## src/rtl/dac_stream_tx.sv

```systemverilog
// Streaming DAC driver: valid/ready sample FIFO paced onto the DAC pins with a DACLK strobe.
// Optional `DAC_SIGNED_IN_EN: two's-complement input converted to offset binary (mid-scale reset).
module dac_stream_tx #(
  parameter int DATA_W      = 8,
  parameter int FIFO_DEPTH  = 16,
  parameter int DIV_W       = 8,
  parameter int PRIME_LEVEL = 8
) (
  input  logic                          i_clk,
  input  logic                          i_rst_n,
  input  logic                          i_enable,
  input  logic [DIV_W-1:0]              i_div,
  input  logic [DATA_W-1:0]             i_data,
  input  logic                          i_valid,
  output logic                          o_ready,
  output logic [DATA_W-1:0]             o_da_port,
  output logic                          o_daclk,
  output logic [$clog2(FIFO_DEPTH):0]   o_level,
  output logic                          o_underrun,
  input  logic                          i_clr_underrun
);

  localparam int AW = $clog2(FIFO_DEPTH);
  localparam logic [AW:0]      PTR_ONE   = (AW+1)'(1);
  localparam logic [AW:0]      PRIME_LVL = (AW+1)'(PRIME_LEVEL);
  localparam logic [DIV_W-1:0] DIV_ONE   = DIV_W'(1);
`ifdef DAC_SIGNED_IN_EN
  localparam logic [DATA_W-1:0] DA_RST = {1'b1, {(DATA_W-1){1'b0}}};
  localparam logic [DATA_W-1:0] DA_XOR = {1'b1, {(DATA_W-1){1'b0}}};
`else
  localparam logic [DATA_W-1:0] DA_RST = '0;
  localparam logic [DATA_W-1:0] DA_XOR = '0;
`endif

  typedef enum logic [1:0] {
    ST_IDLE,
    ST_PRIME,
    ST_RUN
  } state_t;

  state_t              state_q;
  logic [DATA_W-1:0]   mem_q [FIFO_DEPTH];
  logic [AW:0]         wr_ptr_q, rd_ptr_q;
  logic                ready_en_q;
  logic [DIV_W-1:0]    cnt_q, per_q, per_d, half;
  logic [DIV_W:0]      per_p1;
  logic [DATA_W-1:0]   da_q;
  logic                daclk_q, underrun_q;
  logic                full, empty, push, pop, tick;

  assign full    = (wr_ptr_q[AW] != rd_ptr_q[AW]) && (wr_ptr_q[AW-1:0] == rd_ptr_q[AW-1:0]);
  assign empty   = (wr_ptr_q == rd_ptr_q);
  assign o_level = wr_ptr_q - rd_ptr_q;
  assign o_ready = ready_en_q && !full;
  assign push    = i_valid && o_ready;
  assign tick    = (state_q == ST_RUN) && i_enable && (cnt_q == '0);
  assign pop     = tick && !empty;

  // per_q holds P-1 for the current period; the rising strobe lands at floor(P/2).
  assign per_d  = (i_div == '0) ? DIV_ONE : i_div;
  assign per_p1 = {1'b0, per_q} + (DIV_W+1)'(1);
  assign half   = per_p1[DIV_W:1];

  assign o_da_port  = da_q;
  assign o_daclk    = daclk_q;
  assign o_underrun = underrun_q;

  always_ff @(posedge i_clk) begin
    if (push) mem_q[wr_ptr_q[AW-1:0]] <= i_data;
  end

  always_ff @(posedge i_clk or negedge i_rst_n) begin
    if (!i_rst_n) begin
      state_q    <= ST_IDLE;
      wr_ptr_q   <= '0;
      rd_ptr_q   <= '0;
      ready_en_q <= 1'b0;
      cnt_q      <= '0;
      per_q      <= DIV_ONE;
      da_q       <= DA_RST;
      daclk_q    <= 1'b0;
      underrun_q <= 1'b0;
    end else begin
      ready_en_q <= 1'b1;
      if (push) wr_ptr_q <= wr_ptr_q + PTR_ONE;
      if (pop)  rd_ptr_q <= rd_ptr_q + PTR_ONE;

      if (tick && empty)       underrun_q <= 1'b1;
      else if (i_clr_underrun) underrun_q <= 1'b0;

      case (state_q)
        ST_IDLE: begin
          cnt_q   <= '0;
          daclk_q <= 1'b0;
          if (i_enable) state_q <= ST_PRIME;
        end
        ST_PRIME: begin
          cnt_q   <= '0;
          daclk_q <= 1'b0;
          if (!i_enable)                state_q <= ST_IDLE;
          else if (o_level >= PRIME_LVL) state_q <= ST_RUN;
        end
        ST_RUN: begin
          if (!i_enable) begin
            state_q <= ST_IDLE;
            cnt_q   <= '0;
            daclk_q <= 1'b0;
          end else if (cnt_q == '0) begin
            // Tick branch first: a stale per_q can never wrap or strobe here.
            per_q   <= per_d;
            cnt_q   <= DIV_ONE;
            daclk_q <= 1'b0;
            if (!empty) da_q <= mem_q[rd_ptr_q[AW-1:0]] ^ DA_XOR;
          end else begin
            cnt_q <= (cnt_q == per_q) ? '0 : cnt_q + DIV_ONE;
            if (cnt_q == half) daclk_q <= 1'b1;
          end
        end
        default: state_q <= ST_IDLE;
      endcase
    end
  end

endmodule

```

## config.mk

```make
export PLATFORM = sky130hd
export DESIGN_NAME = dac_stream_tx
export DESIGN_NICKNAME = d
export VERILOG_FILES = /design/src/rtl/dac_stream_tx.sv
export SDC_FILE = /design/constraint.sdc
export NUM_CORES = 1
export LEC_CHECK = 0
export CAP_MARGIN = 0
export CORE_MARGIN = 5
export CORE_UTILIZATION = 29
export DETAILED_ROUTE_END_ITERATION = 6
export PLACE_DENSITY_LB_ADDON = 0.2
export SYNTH_ARGS = -nofsm -noshare
export SYNTH_HDL_FRONTEND = slang
export SYNTH_SLANG_ARGS = --single-unit
```

## constraint.sdc

```tcl
create_clock -name i_clk -period 2.8 [get_ports i_clk]
set_clock_uncertainty 0.05 [all_clocks]
set_input_delay 0.56 -clock i_clk [delete_from_list [all_inputs] [get_ports i_clk]]
set_output_delay 0.56 -clock i_clk [all_outputs]
set_load 0.005 [all_outputs]
```

== Word level (Yosys, flattened, before mapping) ==
Memories as Yosys holds them, arrays and structs flattened. A register that Yosys moved wholly into a read port is not among the register bits.
Cells that the tools add are included.

* Add/subtract/negate cells: 5
* $lt $le $gt $ge: 1
* Equal/unequal tests: 11
* Multiplexer cells: 18
* Bitwise logic cells: 1
* Reduce and logical (&&, ||, !) cells: 20

{| class="wikitable"
|+ Operators by type and width
! cell !! number
|-
| 8-bit two-way mux || 4
|-
| 8-bit == test || 2
|-
| 8-bit zero test || 2
|-
| 8-bit case mux with 2 select lines || 1
|-
| 5-bit by 1-bit adder with 5-bit output, second input constant || 2
|-
| 8-bit by 1-bit adder with 9-bit output, second input constant || 1
|-
| 8-bit by 1-bit adder with 8-bit output, second input constant || 1
|-
| 2-bit two-way mux || 4
|-
| 1-bit logical AND || 7
|-
| 1-bit two-way mux || 7
|-
| 2-bit case mux with 3 select lines || 1
|-
| 3-bit AND reduction || 2
|-
| 5-bit == test || 1
|-
| 5-bit by 4-bit greater-or-equal comparator with 1-bit output, second input constant || 1
|-
| 5-bit subtractor || 1
|-
| 4-bit == test || 1
|-
| 2-bit != test, second input constant || 2
|-
| 4-bit by 2-bit != test with 1-bit output, second input constant || 1
|-
| 4-bit AND reduction || 1
|-
| 2-bit nonzero test || 2
|-
| 1-bit zero test || 3
|-
| 3-bit != test, second input constant || 1
|-
| 2-bit by 1-bit == test with 1-bit output, second input constant || 1
|-
| 2-bit == test, second input constant || 1
|-
| 6 further kinds || 6
|}

* Register bits after elaboration: 31
* Bits in writable memories: 128
* Input bits: 21
* Output and inout port bits: 16
* Word-level logic and storage cells: 65
* Memories kept: 1

{| class="wikitable"
|+ Memories
! name !! depth !! bits a word !! rd ports !! clocked after Yosys merged registers in !! wr ports !! line !! text
|-
| mem_q || 16 || 8 || 1 || 1 || 1 || 42 || <nowiki>logic [DATA_W-1:0] mem_q [FIFO_DEPTH];</nowiki>
|}

== Longest topological paths before layout ==
* Word-level depth: 7
* Gate-level depth with buffers: 10
* Depth with buffers taken out: 9

== Worst setup path before layout ==
Ideal clock, no wire load.

* Kind: register -> register
* From: register rd_ptr_q[1]
* To: memory mem_q[4][0] (enable)
* Setup time: 383 ps
* Data arrival time: 2348 ps
* Required time: 2367 ps
* Path slack: 19 ps
* Cell stages (with the launch flop): 9
* Buffers on the path: 2
* Clock period less this slack: 2781 ps
* Cells stage by stage: dfrtp_1 > buf_6 > buf_6 > inv_1 > ha_1 > and4_1 > a21oi_1 > nand2_1 > nor3_1

* Longest elaborated chain between the ends: 7

{| class="wikitable"
|+ Ends and longest elaborated chain
! element !! line !! text
|-
| start, declared || 43 || <nowiki>logic [AW:0] wr_ptr_q, rd_ptr_q;</nowiki>
|-
| start signal, assigned || 86 || <nowiki>if (pop) rd_ptr_q <= rd_ptr_q + PTR_ONE;</nowiki>
|-
| 4-bit == test || 51 || <nowiki>assign full = (wr_ptr_q[AW] != rd_ptr_q[AW]) && (wr_ptr_q[AW-1:0] == rd_ptr_q[AW-1:0]);</nowiki>
|-
| 1-bit logical AND || 51 ||
|-
| 1-bit zero test || 54 || <nowiki>assign o_ready = ready_en_q && !full;</nowiki>
|-
| 1-bit logical AND || 54 ||
|-
| 1-bit logical AND || 55 || <nowiki>assign push = i_valid && o_ready;</nowiki>
|-
| 1-bit two-way mux || 69 || <nowiki>if (push) mem_q[wr_ptr_q[AW-1:0]] <= i_data;</nowiki>
|-
| 1-bit two-way mux (implied by the code) || 69 ||
|-
| end, declared || 42 ||
|}

No other way between the ends.

== Worst setup path after layout ==
* From: register wr_ptr_q[0]
* To: output o_level[1]

* Longest elaborated chain between the ends: 1

{| class="wikitable"
|+ Ends and longest elaborated chain
! element !! line !! text
|-
| start, declared || 43 ||
|-
| start signal, assigned || 85 || <nowiki>if (push) wr_ptr_q <= wr_ptr_q + PTR_ONE;</nowiki>
|-
| 5-bit subtractor || 53 || <nowiki>assign o_level = wr_ptr_q - rd_ptr_q;</nowiki>
|-
| end, declared || 18 || <nowiki>output logic [$clog2(FIFO_DEPTH):0] o_level,</nowiki>
|}

No other way between the ends.

==> key figures <==
Run status
  – Outcome: completed

CTS
  – Clock buffer depth: 2
  – Clock transition at path regs: 60 ps
  – Total CTS buffers: 17
  – Clock sinks: 167
  – H-tree depth: 4
  – Clk_lat worst skew: 420 ps
  – CTS tree: built
  – Root buf cell: clkbuf_16

Synth
  – Synth top area share: 51.7%
  – Post-Syn Area: 7430 sq um
  – Most common flop cell mapped by yosys: edfxtp_1
  – Largest area contributor in the netlist: edfxtp_1
  – Average size of a mapped cell: 17.3 sq um
  – Synth cell count leaders: 128 x edfxtp_1, 38 x dfrtp_1, 21 x mux4_1
  – Yosys reg bits: 167
  – Count leader, synth: edfxtp_1
  – Yosys warnings: 0
  – Syn Nets: 464
  – Post-Synthesis Cells: 430
  – Share of synthesized registers carrying an async set or reset: 23.4%
  – Synth cell types: 56
  – Seq/Total Area, Yosys: 64.9%
  – Area contributors post-synth: edfxtp_1 52%, dfrtp_1 13%, mux4_1 7.4%, mux4_2 5.8%, ha_1 2.0%
  – Number of synthesized flops with an enable pin: 128

Critical path
  – Critical R2R Capture: mem_q[8][1]
  – Critical path arrival: 2100 ps
  – CP cell instances: inv_2, ha_4, inv_1, fa_2, clkdlybuf4s50_1
  – Setup slack, reg-to-reg: 350 ps
  – Worst R2R Path Depth: 7
  – Delay-heaviest family, CP: adder cells
  – Worst path slowest cell: fa_2
  – R2R Path Start: wr_ptr_q[2]
  – Crit Path Max Fanout: 2
  – Setup CP Type: reg2out
  – Slowest stage delay, CP: 540 ps
  – CP bufs+invs: 3
  – Critical path endpoint category: output port
  – Startpoint types: flip-flop
  – CP required: 2190 ps

Power and ir drop
  – Lkg Pwr: 3.26 nW
  – Comb pwr share: 33.9%
  – Psw: 0.00259 W
  – Peak VDD IR: 679 uV
  – Internal Power: 0.00600 W
  – Seq pwr share: 38.0%
  – Clock power share: 28.1%
  – Sw Share: 30.1%
  – Power density cells: 953 nW/um^2

Timing
  – Final Critical Period: 2710 ps
  – RSZ-0062 raised after global routing: false
  – Worst slew pin tran: 738 ps
  – Max-slew violations: 0
  – Setup TNS: 0 ps
  – Final period utilization: 96.9%
  – FMAX: 0.369 GHz
  – Slew Limit Headroom: 50.5%
  – Fin Hold WS: 437 ps
  – Worst Setup Slack, final: 87.2 ps
  – Final Hold Viols: 0
  – Endpoints failing setup: 0

GRT
  – Gr ovfl total: 0
  – First-pass GRT wire length: 24.6 mm
  – Total Routing Usage GR: 11.4%
  – Initial antenna violation count: 1
  – Largest net degree at the start of global routing: 36
  – Vias in the first global route: 4142

Placed design
  – Placement Cell Area: 8280 sq um
  – Hpwl dp: 10.7 mm
  – Post-placement setup slack: 38.6 ps
  – Buffers on Ports: 36
  – Placer congestion estimate: 0.745

Finish
  – Finished Core Util: 35.8%
  – Area growth syn-to-layout: 21.3%
  – Final instance area: 9010 sq um
  – Antenna cells: 0
  – Final net count: 534
  – Layout cells sized above 1: 23.6%

Routing
  – First-pass DRT Iterations: 4
  – Iter 0 DRT Violations: 219
  – Final ANT Viol Nets: 0
  – DR vias: 3942
  – Post-Route WL: 16.1 mm
  – DRC errors left: 0
  – Drt wl/cell: 19.2 um
  – Detailed-route vias per instance: 4.68

Floorplanning
  – IO Pins: 37
  – Die Area: 28900 sq um
  – Rows: 58
  – Die Wd: 170 um
  – Die Ht: 170 um
  – Initial core utilization: 29.5%
  – Core ar.: 25200 sq um

Min path
  – Hold path start: rd_ptr_q[4]
  – Hold Path End: rd_ptr_q[4]
  – Worst hold path class: reg2reg
  – Hold Crit Depth: 1

Run
  – Max cap viols: 0
layer usage:
| layer | track usage (%) | share of wire, % | up-vias |
|---|---|---|---|
| li1 | - | - | 1828 |
| met1 | 15.7 | 47 | 2037 |
| met2 | 18.2 | 48 | 65 |
| met3 | 3.00 | 4.8 | 10 |
| met4 | 3.13 | 0.79 | 2 |
| met5 | 0 | 0.081 | - |
worst max path at each step:
stage	slack (ps)	start	cells past startpoint	endpoint
floorplan	20	rd_ptr_q[1]	8	mem_q[4][0]
global placement	70	wr_ptr_q[0]	8	o_level[4]
detailed placement	40	wr_ptr_q[0]	8	o_level[4]
CTS	20	wr_ptr_q[0]	6	o_level[2]
global route	0.2	wr_ptr_q[0]	5	o_level[1]
finish	90	wr_ptr_q[0]	5	o_level[1]
cell type report:
type | instances | area, sq um
fill | 2357 | 16200
multi-input combinational | 223 | 2440
clock inverter | 15 | 189
inverter | 17 | 63.8
sequential | 167 | 4830
timing repair buffer | 74 | 656
clock buffer | 17 | 425
tap | 330 | 413
flip-flops by register name, indices dropped and copies added, names as in the netlist:
signal	count
mem_q	128
cnt_q	8
o_da_port	8
per_q	8
rd_ptr_q	5
wr_ptr_q	5
state_q	2
o_daclk	1
o_underrun	1
ready_en_q	1
through the flow:
stage	power (W)	std cells
finish	0.00859	843
floorplan	0.00513	430
global placement	0.00604	804
detailed placement	0.00609	804
global route	0.00908	843
CTS	0.00864	839
cells in the final DEF, fill, tap and decap left out, types with 4 or more instances in the layout:
master,synthesis,layout
inv_1,16,14
and2_1,10,10
or3_1,4,4
o21ai_0,8,7
mux2_2,7,7
nor3_1,9,9
buf_4,1,36
nand3_1,6,6
dfrtp_2,0,4
clkdlybuf4s50_1,0,32
nor2b_1,6,6
edfxtp_1,128,128
a21oi_1,7,6
mux4_1,21,21
nor4_1,5,5
ha_1,12,8
nand2_1,16,16
mux2_4,8,8
nand4_1,6,6
mux4_2,19,19
ha_4,0,4
clkbuf_16,0,17
xnor2_1,9,9
dfrtp_1,38,34
xor2_1,17,17
nor2_1,8,8
power by group through the flow:
stage,Clock (W),Sequential (W),Combinational [W]
after CTS,0.00249,0.00326,0.00290
after global placement,0,0.00329,0.00276
final,0.00242,0.00326,0.00291
after floorplan,0,0.00319,0.00194
after global routing,0.00259,0.00331,0.00318
after detailed placement,0,0.00330,0.00279
timing repair:
action / in CTS / in global routing
buffers inserted: 2 / 4
resized for setup: 15 / 6
hold endpoints to repair: 6 / 0
pin swaps: 0 / 2
setup endpoints to repair: 4 / 5
hold buffers: 1 / 0
cell families after synthesis:
group           share of synthesized area, %
flops                                   64.9
simple gates                            6.31
mux                                     16.0
compound gates                          4.01
buf+inv                                 3.10
xor+xnor                                3.38
fa+ha+maj                               2.29
other cells                           0.0505
Power figures use the tool's default switching activity.
